--- config.mk ---
export PLATFORM = sky130hd
export DESIGN_NAME = fround_arbiter
export DESIGN_NICKNAME = d
export VERILOG_FILES = /design/src/rtl/fround_arbiter.sv
export SDC_FILE = /design/constraint.sdc
export NUM_CORES = 1
export LEC_CHECK = 0
export ABC_AREA = 1
export CAP_MARGIN = 0
export CORE_MARGIN = 8
export CORE_UTILIZATION = 31
export DETAILED_ROUTE_END_ITERATION = 8
export PLACE_DENSITY = 0.85
export SLEW_MARGIN = 15
export SYNTH_ARGS = -nofsm -noshare
export SYNTH_HDL_FRONTEND = slang
export SYNTH_SLANG_ARGS = --single-unit
--- constraint.sdc ---
create_clock -name clk_i -period 3.7 [get_ports clk_i]
set_clock_uncertainty 0.05 [all_clocks]
set_input_delay 0.925 -clock clk_i [delete_from_list [all_inputs] [get_ports clk_i]]
set_output_delay 0.925 -clock clk_i [all_outputs]
set_load 0.05 [all_outputs]
--- src/rtl/fround_arbiter.sv ---
// Round-robin arbiter sharing one combinational FRound rounder among NUM_REQ FPU units.
// Optional grant/inexact statistics counters are enabled by defining FROUND_ARB_STATS_EN.
module fround_arbiter #(
  parameter int unsigned NUM_REQ = 3,
  parameter int unsigned TAG_W   = 5
) (
  input  logic                     clk_i,
  input  logic                     rstn_i,
  input  logic                     flush_i,
  input  logic [2:0]               frm_i,
  input  logic [NUM_REQ-1:0]       req_valid_i,
  output logic [NUM_REQ-1:0]       req_ready_o,
  input  logic [NUM_REQ-1:0]       req_sign_i,
  input  logic [32*NUM_REQ-1:0]    req_sig_i,
  input  logic [8*NUM_REQ-1:0]     req_exp_i,
  input  logic [3*NUM_REQ-1:0]     req_rm_i,
  input  logic [TAG_W*NUM_REQ-1:0] req_tag_i,
  output logic                     rnd_sign_o,
  output logic [31:0]              rnd_sig_o,
  output logic [7:0]               rnd_exp_o,
  output logic [2:0]               rnd_rm_o,
  input  logic [22:0]              rnd_sig_i,
  input  logic [7:0]               rnd_exp_i,
  output logic                     res_valid_o,
  input  logic                     res_ready_i,
  output logic                     res_sign_o,
  output logic [22:0]              res_sig_o,
  output logic [7:0]               res_exp_o,
  output logic [TAG_W-1:0]         res_tag_o,
  output logic [4:0]               res_flags_o,
  output logic                     res_illegal_o
`ifdef FROUND_ARB_STATS_EN
  ,
  output logic [16*NUM_REQ-1:0]    stat_grants_o,
  output logic [15:0]              stat_inexact_o
`endif
);

  localparam int unsigned PTR_W = (NUM_REQ > 1) ? $clog2(NUM_REQ) : 1;

  logic [PTR_W-1:0]   ptr;
  logic [PTR_W-1:0]   grant_idx;
  logic [PTR_W-1:0]   ptr_next;
  logic [NUM_REQ-1:0] grant;
  logic               grant_any;
  logic               accept;
  logic [2:0]         rm_sel;
  logic [2:0]         rm_res;
  logic               illegal;
  logic [TAG_W-1:0]   tag_sel;
  logic [4:0]         flags_d;

  // Round-robin search starting at ptr; first valid requester wins.
  always_comb begin
    logic [PTR_W:0] cand;
    grant_any = 1'b0;
    grant_idx = '0;
    cand      = '0;
    for (int unsigned i = 0; i < NUM_REQ; i++) begin
      cand = {1'b0, ptr} + (PTR_W+1)'(i);
      if (cand >= (PTR_W+1)'(NUM_REQ)) cand = cand - (PTR_W+1)'(NUM_REQ);
      if (!grant_any && req_valid_i[cand[PTR_W-1:0]]) begin
        grant_any = 1'b1;
        grant_idx = cand[PTR_W-1:0];
      end
    end
    grant = '0;
    for (int unsigned k = 0; k < NUM_REQ; k++) begin
      if (grant_any && (PTR_W'(k) == grant_idx)) grant[k] = 1'b1;
    end
  end

  // Field mux; grant_idx stays 0 with no grant, so requester 0 is presented.
  always_comb begin
    rnd_sign_o = req_sign_i[0];
    rnd_sig_o  = req_sig_i[31:0];
    rnd_exp_o  = req_exp_i[7:0];
    rm_sel     = req_rm_i[2:0];
    tag_sel    = req_tag_i[TAG_W-1:0];
    for (int unsigned k = 0; k < NUM_REQ; k++) begin
      if (PTR_W'(k) == grant_idx) begin
        rnd_sign_o = req_sign_i[k];
        rnd_sig_o  = req_sig_i[32*k +: 32];
        rnd_exp_o  = req_exp_i[8*k +: 8];
        rm_sel     = req_rm_i[3*k +: 3];
        tag_sel    = req_tag_i[TAG_W*k +: TAG_W];
      end
    end
  end

  // Dynamic rm resolution; reserved encodings trap and fall back to RTZ.
  always_comb begin
    rm_res   = (rm_sel == 3'b111) ? frm_i : rm_sel;
    illegal  = (rm_res >= 3'b101);
    rnd_rm_o = illegal ? 3'b001 : rm_res;
  end

  always_comb begin
    accept      = grant_any && (!res_valid_o || res_ready_i) && !flush_i;
    req_ready_o = accept ? grant : '0;
    ptr_next    = (grant_idx == PTR_W'(NUM_REQ - 1)) ? '0 : grant_idx + PTR_W'(1);
    flags_d     = illegal ? 5'b0
                          : {2'b00, (rnd_exp_i == 8'hFF), 1'b0, (|rnd_sig_o[7:0])};
  end

  // One-entry output register and round-robin pointer.
  always_ff @(posedge clk_i or negedge rstn_i) begin
    if (!rstn_i) begin
      res_valid_o   <= 1'b0;
      res_sign_o    <= 1'b0;
      res_sig_o     <= '0;
      res_exp_o     <= '0;
      res_tag_o     <= '0;
      res_flags_o   <= '0;
      res_illegal_o <= 1'b0;
      ptr           <= '0;
    end else if (flush_i) begin
      res_valid_o <= 1'b0;
      ptr         <= '0;
    end else if (accept) begin
      res_valid_o   <= 1'b1;
      res_sign_o    <= rnd_sign_o;
      res_sig_o     <= rnd_sig_i;
      res_exp_o     <= rnd_exp_i;
      res_tag_o     <= tag_sel;
      res_flags_o   <= flags_d;
      res_illegal_o <= illegal;
      ptr           <= ptr_next;
    end else if (res_valid_o && res_ready_i) begin
      res_valid_o <= 1'b0;
    end
  end

`ifdef FROUND_ARB_STATS_EN
  logic [15:0] grant_cnt [NUM_REQ];
  logic [15:0] inexact_cnt;

  // Saturating per-requester grant and inexact counters.
  always_ff @(posedge clk_i or negedge rstn_i) begin
    if (!rstn_i) begin
      for (int unsigned k = 0; k < NUM_REQ; k++) grant_cnt[k] <= '0;
      inexact_cnt <= '0;
    end else if (flush_i) begin
      for (int unsigned k = 0; k < NUM_REQ; k++) grant_cnt[k] <= '0;
      inexact_cnt <= '0;
    end else if (accept) begin
      for (int unsigned k = 0; k < NUM_REQ; k++) begin
        if (grant[k] && (grant_cnt[k] != 16'hFFFF)) grant_cnt[k] <= grant_cnt[k] + 16'd1;
      end
      if (flags_d[0] && (inexact_cnt != 16'hFFFF)) inexact_cnt <= inexact_cnt + 16'd1;
    end
  end

  always_comb begin
    stat_grants_o = '0;
    for (int unsigned k = 0; k < NUM_REQ; k++) stat_grants_o[16*k +: 16] = grant_cnt[k];
    stat_inexact_o = inexact_cnt;
  end
`endif

endmodule
==> results.yml, run 1 <==
logic_synthesis:
  yosysSeqAreaShare_pct: 35.7
  synthesis.instances: 452
  syn-cell-area_mm2: 0.00301
  ys_ff_latch: 43
  ys_warn_count: 0
  avgSynthCellArea_um2: 6.67
  ys_types: 30
clock_tree:
  cts_made_buffers: 5
  cts_num_sinks: 43
  cts_max_path_buffers: 2
  ctsRootBufferMaster: "clkbuf_8"
  h-tree-depth: 2
  clk_pin_slew_worst_paths_ns: 0.08
  cts_tree: "built"
  worstSkewPairLatency_ns: 0.29
sta:
  slew_headroom_pct: 36.8
  period_needed_ns: 3.65
  setup_ws_ns: 0.0481
  rsz0062_at_grt: "true"
  maxSlewViolCount: 0
  tightest_slew_ns: 0.948
  hold_viol_final: 0
  tns_ns: 0
  finalSetupViolCount: 0
  post-route-period-util_pct: 98.7
  max_freq_mhz: 274
  hold-worst-slack_ns: 0.424
placement:
  pre_cts_ws_ns: -0.329
  placed_cell_area_mm2: 0.00649
  hpwl_um: 14200
  io_buffers: 275
  place.gp.congestion: 1.03
critical_path:
  arrival_ns: 2.68
  r2r_start: "ptr[0]"
  cp_max_fo: 5
  ff2ff_setup_slack_ns: 0.82
  worst_ep_required_time_ns: 2.72
  worstSetupEndpointType: "primary output"
  r2r_cells: 21
  start_kind: "flop"
  rr_endpoint: "res_flags_o[0]"
  critPathKind: "flop to primary output"
floorplan:
  die_h_um: 115
  initial_core_util_pct: 31.4
  fp.dieArea_mm2: 0.0131
  die_w_um: 115
  ioPinCount: 279
  core_area_mm2: 0.00959
  row_count: 36
global_routing:
  grt_pass1_vias: 4546
  antenna_found_initial: 1
  gr-usage-met3_pct: 10.2
  use_met2_pct: 43.7
  busiest_layer: "met2"
  grt_overflow_total: 0
  grt_usage_pct: 25.4
  grt_max_degree: 44
  gr-usage-met1_pct: 27.2
  grt_pass1_wl_um: 25900
finish:
  syn2layout_area_growth_pct: 126
  final-seq-area_mm2: 0.00108
  multiInputGateArea_mm2: 0.00184
  fill_cells: 739
  final_area_mm2: 0.00680
  drive_gt1_share_pct: 20.2
  final_nets: 935
detailed_routing:
  firstDrtPassIters: 5
  drc: 0
  wl_um: 17500
  drt_iter0_markers: 296
  avgRoutedWirePerCell_um: 20.0
  vias: 4335
  final_antenna_net_count: 0
  via_per_inst: 4.94
hold_path:
  hold_end: "res_sig_o[4]"
  whs_path_depth: 2
  min_from: "res_sig_o[4]"
  min_path_type: "flop to flop"
run_status:
  outcome: "completed"
run:
  timing.max_cap.violations: 0
stage by stage:
step | utilization [%] | instances
final | 70.9 | 878
after global routing | 70.9 | 878
after CTS | 69.1 | 870
after detailed placement | 67.6 | 862
after global placement | 67.6 | 862
after floorplan | - | 454
worst max-delay path by stage:
stage                              start          end
after floorplan           req_valid_i[2]  rnd_rm_o[1]
after global placement    req_valid_i[1]  rnd_rm_o[1]
after detailed placement  req_valid_i[1]  rnd_rm_o[1]
after CTS                 req_valid_i[1]  rnd_rm_o[1]
after global routing              ptr[1]  rnd_rm_o[0]
final                             ptr[1]  rnd_rm_o[0]
layer usage:
layer / wire length (um) / vias to the layer above
li1: - / 2023
met1: 6180 / 2000
met2: 8550 / 265
met3: 2080 / 47
met4: 705 / 0
met5: 0 / -
flip-flops by register name, indices dropped and copies added (netlist names):
register       flops
res_flags_o        2
res_sign_o         1
res_valid_o        1
res_exp_o          8
ptr                2
res_illegal_o      1
res_tag_o          5
res_sig_o         23
critical path, stage by stage, from the launching register on:
cell and delay, ns:
dfrtp_2 0.46, ha_1 0.24, inv_1 0.15, nand2_1 0.08
nand3_1 0.12, nand2_2 0.11, buf_4 0.16, nand4_4 0.08
nand2_4 0.11, nor2_4 0.13, nand2_1 0.07, nand2_2 0.10
nand4_1 0.12, nand2_2 0.12, nand2_4 0.07, nand2_2 0.07
nand2_2 0.05, buf_6 0.15
logic make-up after synthesis:
group | count (synthesis) | share of synthesized area, %
flip-flops | 43 | 35.7
other | 1 | 0.124
AO/OA/AOI/OAI | 53 | 12.7
AND/OR/NAND/NOR | 293 | 41.1
adder cells (fa/ha/maj) | 4 | 1.66
buffers and inverters | 58 | 8.76
Yosys cell counts (all sizes together):
cell    number  share of area [%]
a21oi        1               0.17
a22oi       33                8.2
a31oi        1               0.42
buf         12                3.0
clkbuf      15                1.9
conb         1               0.12
dfrtp       43                 36
ha           4                1.7
inv         31                3.9
nand2      240                 31
nand3       27                5.5
nand4        4                1.0
nor2        19                2.9
nor3         2               0.33
nor4         1               0.21
o211ai       5                1.2
o21ai        9                1.7
o22ai        3               0.62
o31ai        1               0.25
final cells by class:
cell class              instances  share of cell area, %
multi-input cells             353                   27.0
well taps                     133                   2.45
clock inverters                 2                  0.184
clock buffers                   6                   1.07
flip-flops and latches         43                   15.8
diodes                          1                 0.0368
inverters                      31                   1.82
repair buffers                309                   51.6
cells in the final DEF (no fill, tap or decap), drive strengths merged, types with 4 or more instances in the layout:
cell type      Yosys  layout
nand2            240     240
clkdlybuf4s50      0     224
buf               12      82
dfrtp             43      43
a22oi             33      33
inv               31      31
nand3             27      27
nor2              19      19
clkbuf            15       9
o21ai              9       9
o211ai             5       5
nand4              4       4
ha                 4       4
timing repair:
item                                    4_1_cts  5_1_grt
resized for setup                            19       39
setup buffers                                 0        7
pin swaps                                     7       20
hold buffers                                  0        0
endpoints found under the setup margin       46       40
Power of run 1 is not shown: default switching activity piles up to over one toggle a cycle in this logic, so the estimate is an artifact.
==> run 2: changes to the inputs <==
- PLACE_DENSITY: 0.85 -> 0.82
==> run 2 against run 1 <==
  * Routed wire length is 3.9% lower
  * First-iteration DRC count fell by 16%
  * Hold slack lost 0.0021 ns
  * Largest cell class unchanged
  * Global-route usage shrank 0.83 points
  * Highest routed layer is now met5
  * Design area down 1.5%
  * Clock-buffer cell count is the same
  * Critical path depth decreased by 3
  * Fmax rose by 1.8%
  * Flip-flop and latch count unchanged
  * Non-clock buffer count is the same
==> results.yml, run 2 (synthesized netlist as in run 1, its figures left out) <==
critical_path:
  crit_buf_inv: 4
  r2r_cells: 19
  rr_endpoint: "res_flags_o[0]"
  ff2ff_setup_slack_ns: 0.78
  critPathMostFrequentCell: "nand2_2"
  cp_top_family: "simple AND/OR/NAND/NOR gates"
  r2r_start: "ptr[1]"
  worstSetupEndpointType: "primary output"
  critPathKind: "input pin to primary output"
  crit_chain: "clkbuf_2, buf_4, nand3_1, nand2_2, nand4_1, nand2_4, nand2_1, nand3_2, nand2_2, nand4_1, nand2_2, buf_4, nor2_2, buf_6"
  cpMaxStageDelayCell: "nand4_1"
  crit_cells: 14
  start_kind: "input pin"
  arrival_ns: 2.61
  crit_start: "req_valid_i[2]"
  crit_path_max_incr_delay_ns: 0.20
  worst_ep_required_time_ns: 2.72
  cp_max_fo: 5
  cp-endpoint: "rnd_rm_o[1]"
finish:
  largest_register_ff_count: 23
  syn2layout_area_growth_pct: 123
  drive_gt1_share_pct: 19.1
  final_util_pct: 69.9
  final_common_cell: "nand2_1"
  top_regs: "res_sig_o (23), res_exp_o (8), res_tag_o (5)"
  final_nets: 935
  fill_cells: 838
  layout_common_cells: "nand2_1, clkdlybuf4s50_1, buf_12, dfrtp_1, a22oi_1"
  final_area_mm2: 0.00670
  regMostFlops: "res_sig_o"
  n_antenna_cell: 0
clock_tree:
  h-tree-depth: 2
  worstSkewPairLatency_ns: 0.29
  cts_tree: "built"
  cts_made_buffers: 5
  ctsRootBufferMaster: "clkbuf_8"
  clk_pin_slew_worst_paths_ns: 0.08
  cts_num_sinks: 43
  cts_hold_buf: 0
  cts_max_path_buffers: 2
floorplan:
  initial_core_util_pct: 31.4
  ioPinCount: 279
  core_area_mm2: 0.00959
  die_w_um: 115
  fp.dieArea_mm2: 0.0131
  die_h_um: 115
  row_count: 36
sta:
  maxSlewViolCount: 0
  tns_ns: 0
  finalSetupViolCount: 0
  period_needed_ns: 3.59
  setup_ws_ns: 0.112
  hold_viol_final: 0
  max_freq_mhz: 279
  slew_headroom_pct: 37.1
  post-route-period-util_pct: 97.0
  tightest_slew_ns: 0.944
global_routing:
  grt_pass1_wl_um: 24900
  grt_overflow_total: 0
  grt_max_degree: 44
  antenna_found_initial: 1
  grt_pass1_vias: 4314
  grt_usage_pct: 24.5
detailed_routing:
  wl_um: 16800
  vias: 4112
  avgRoutedWirePerCell_um: 19.2
  firstDrtPassIters: 4
  final_antenna_net_count: 0
  drc: 0
  drt_iter0_markers: 248
  via_per_inst: 4.69
placement:
  hpwl_um: 14100
  pre_cts_ws_ns: -0.350
  place.gp.congestion: 1.00
  placed_cell_area_mm2: 0.00649
  io_buffers: 275
run:
  timing.max_cap.violations: 0
run_status:
  outcome: "completed"
hold_path:
  min_path_type: "flop to flop"
[run 2: cell count changes in the layout (fill, tap and decap cells not counted), moves of 3 or more]
cell	before	now
buf_4	26	31
nand2_1	220	225
buf_6	4	1
inv_2	7	10
inv_4	3	0
nand2_2	14	11
o21ai_2	4	1
[run 2: worst register-to-register path, stage by stage, from the launching register on]
cell,delay [ns]
dfrtp_2,0.45
ha_4,0.33
inv_2,0.07
nand2_1,0.05
nand3_1,0.08
nand2_2,0.14
nand4_1,0.19
nand2_4,0.16
nor2_4,0.04
buf_4,0.15
buf_12,0.15
nand2_1,0.06
nand3_1,0.15
buf_4,0.18
nor2_1,0.13
nand2_1,0.07
nor2_1,0.17
nor2_1,0.06
nand2_1,0.07
nand2_1,0.05
[run 2: per-stage QoR]
step           cells  hold WS [ns]
2_1_floorplan    454         0.537
3_3_place_gp     864         0.403
3_5_place_dp     864         0.409
4_1_cts          873         0.429
5_1_grt          877         0.449
6_report         877         0.422
[run 2: final cells by class]
class                      instances  area, um2  area share (%)
inverter                          31        116            1.74
sequential                        43       1080            16.1
clock buffer                       6       72.6            1.08
multi-input combinational        353       1780            26.5
timing repair buffer             309       3480            51.9
clock inverter                     2       12.5           0.187
tap                              133        166            2.48
[run 2: how the worst min path moves through the flow]
stage                     slack (ns)     startpoint  cells past startpoint            end
final                           0.42  res_sig_o[15]                      2  res_sig_o[15]
after global routing            0.45   res_sig_o[0]                      2   res_sig_o[0]
after CTS                       0.43  res_sig_o[15]                      2  res_sig_o[15]
after detailed placement        0.41  res_sig_o[15]                      2  res_sig_o[15]
after global placement          0.40   res_sig_o[0]                      2   res_sig_o[0]
after floorplan                 0.54         ptr[1]                      2         ptr[1]
[run 2: repair_timing]
action / in CTS / in global routing
gates cloned: 0 / 0
setup buffers: 1 / 4
setup endpoints to repair: 45 / 40
gates resized for setup: 17 / 21
pin swaps: 6 / 11
[run 2: routing by layer]
metal  global-route usage, %  up-vias  wire length, um
met1                    26.9     1890             6210
met2                    44.0      178             8600
met3                    8.28       21             1670
li1                        -     2021                -
met5                       0        -               13
met4                    6.65        2              349
Power of run 2 is left out for the same reason.
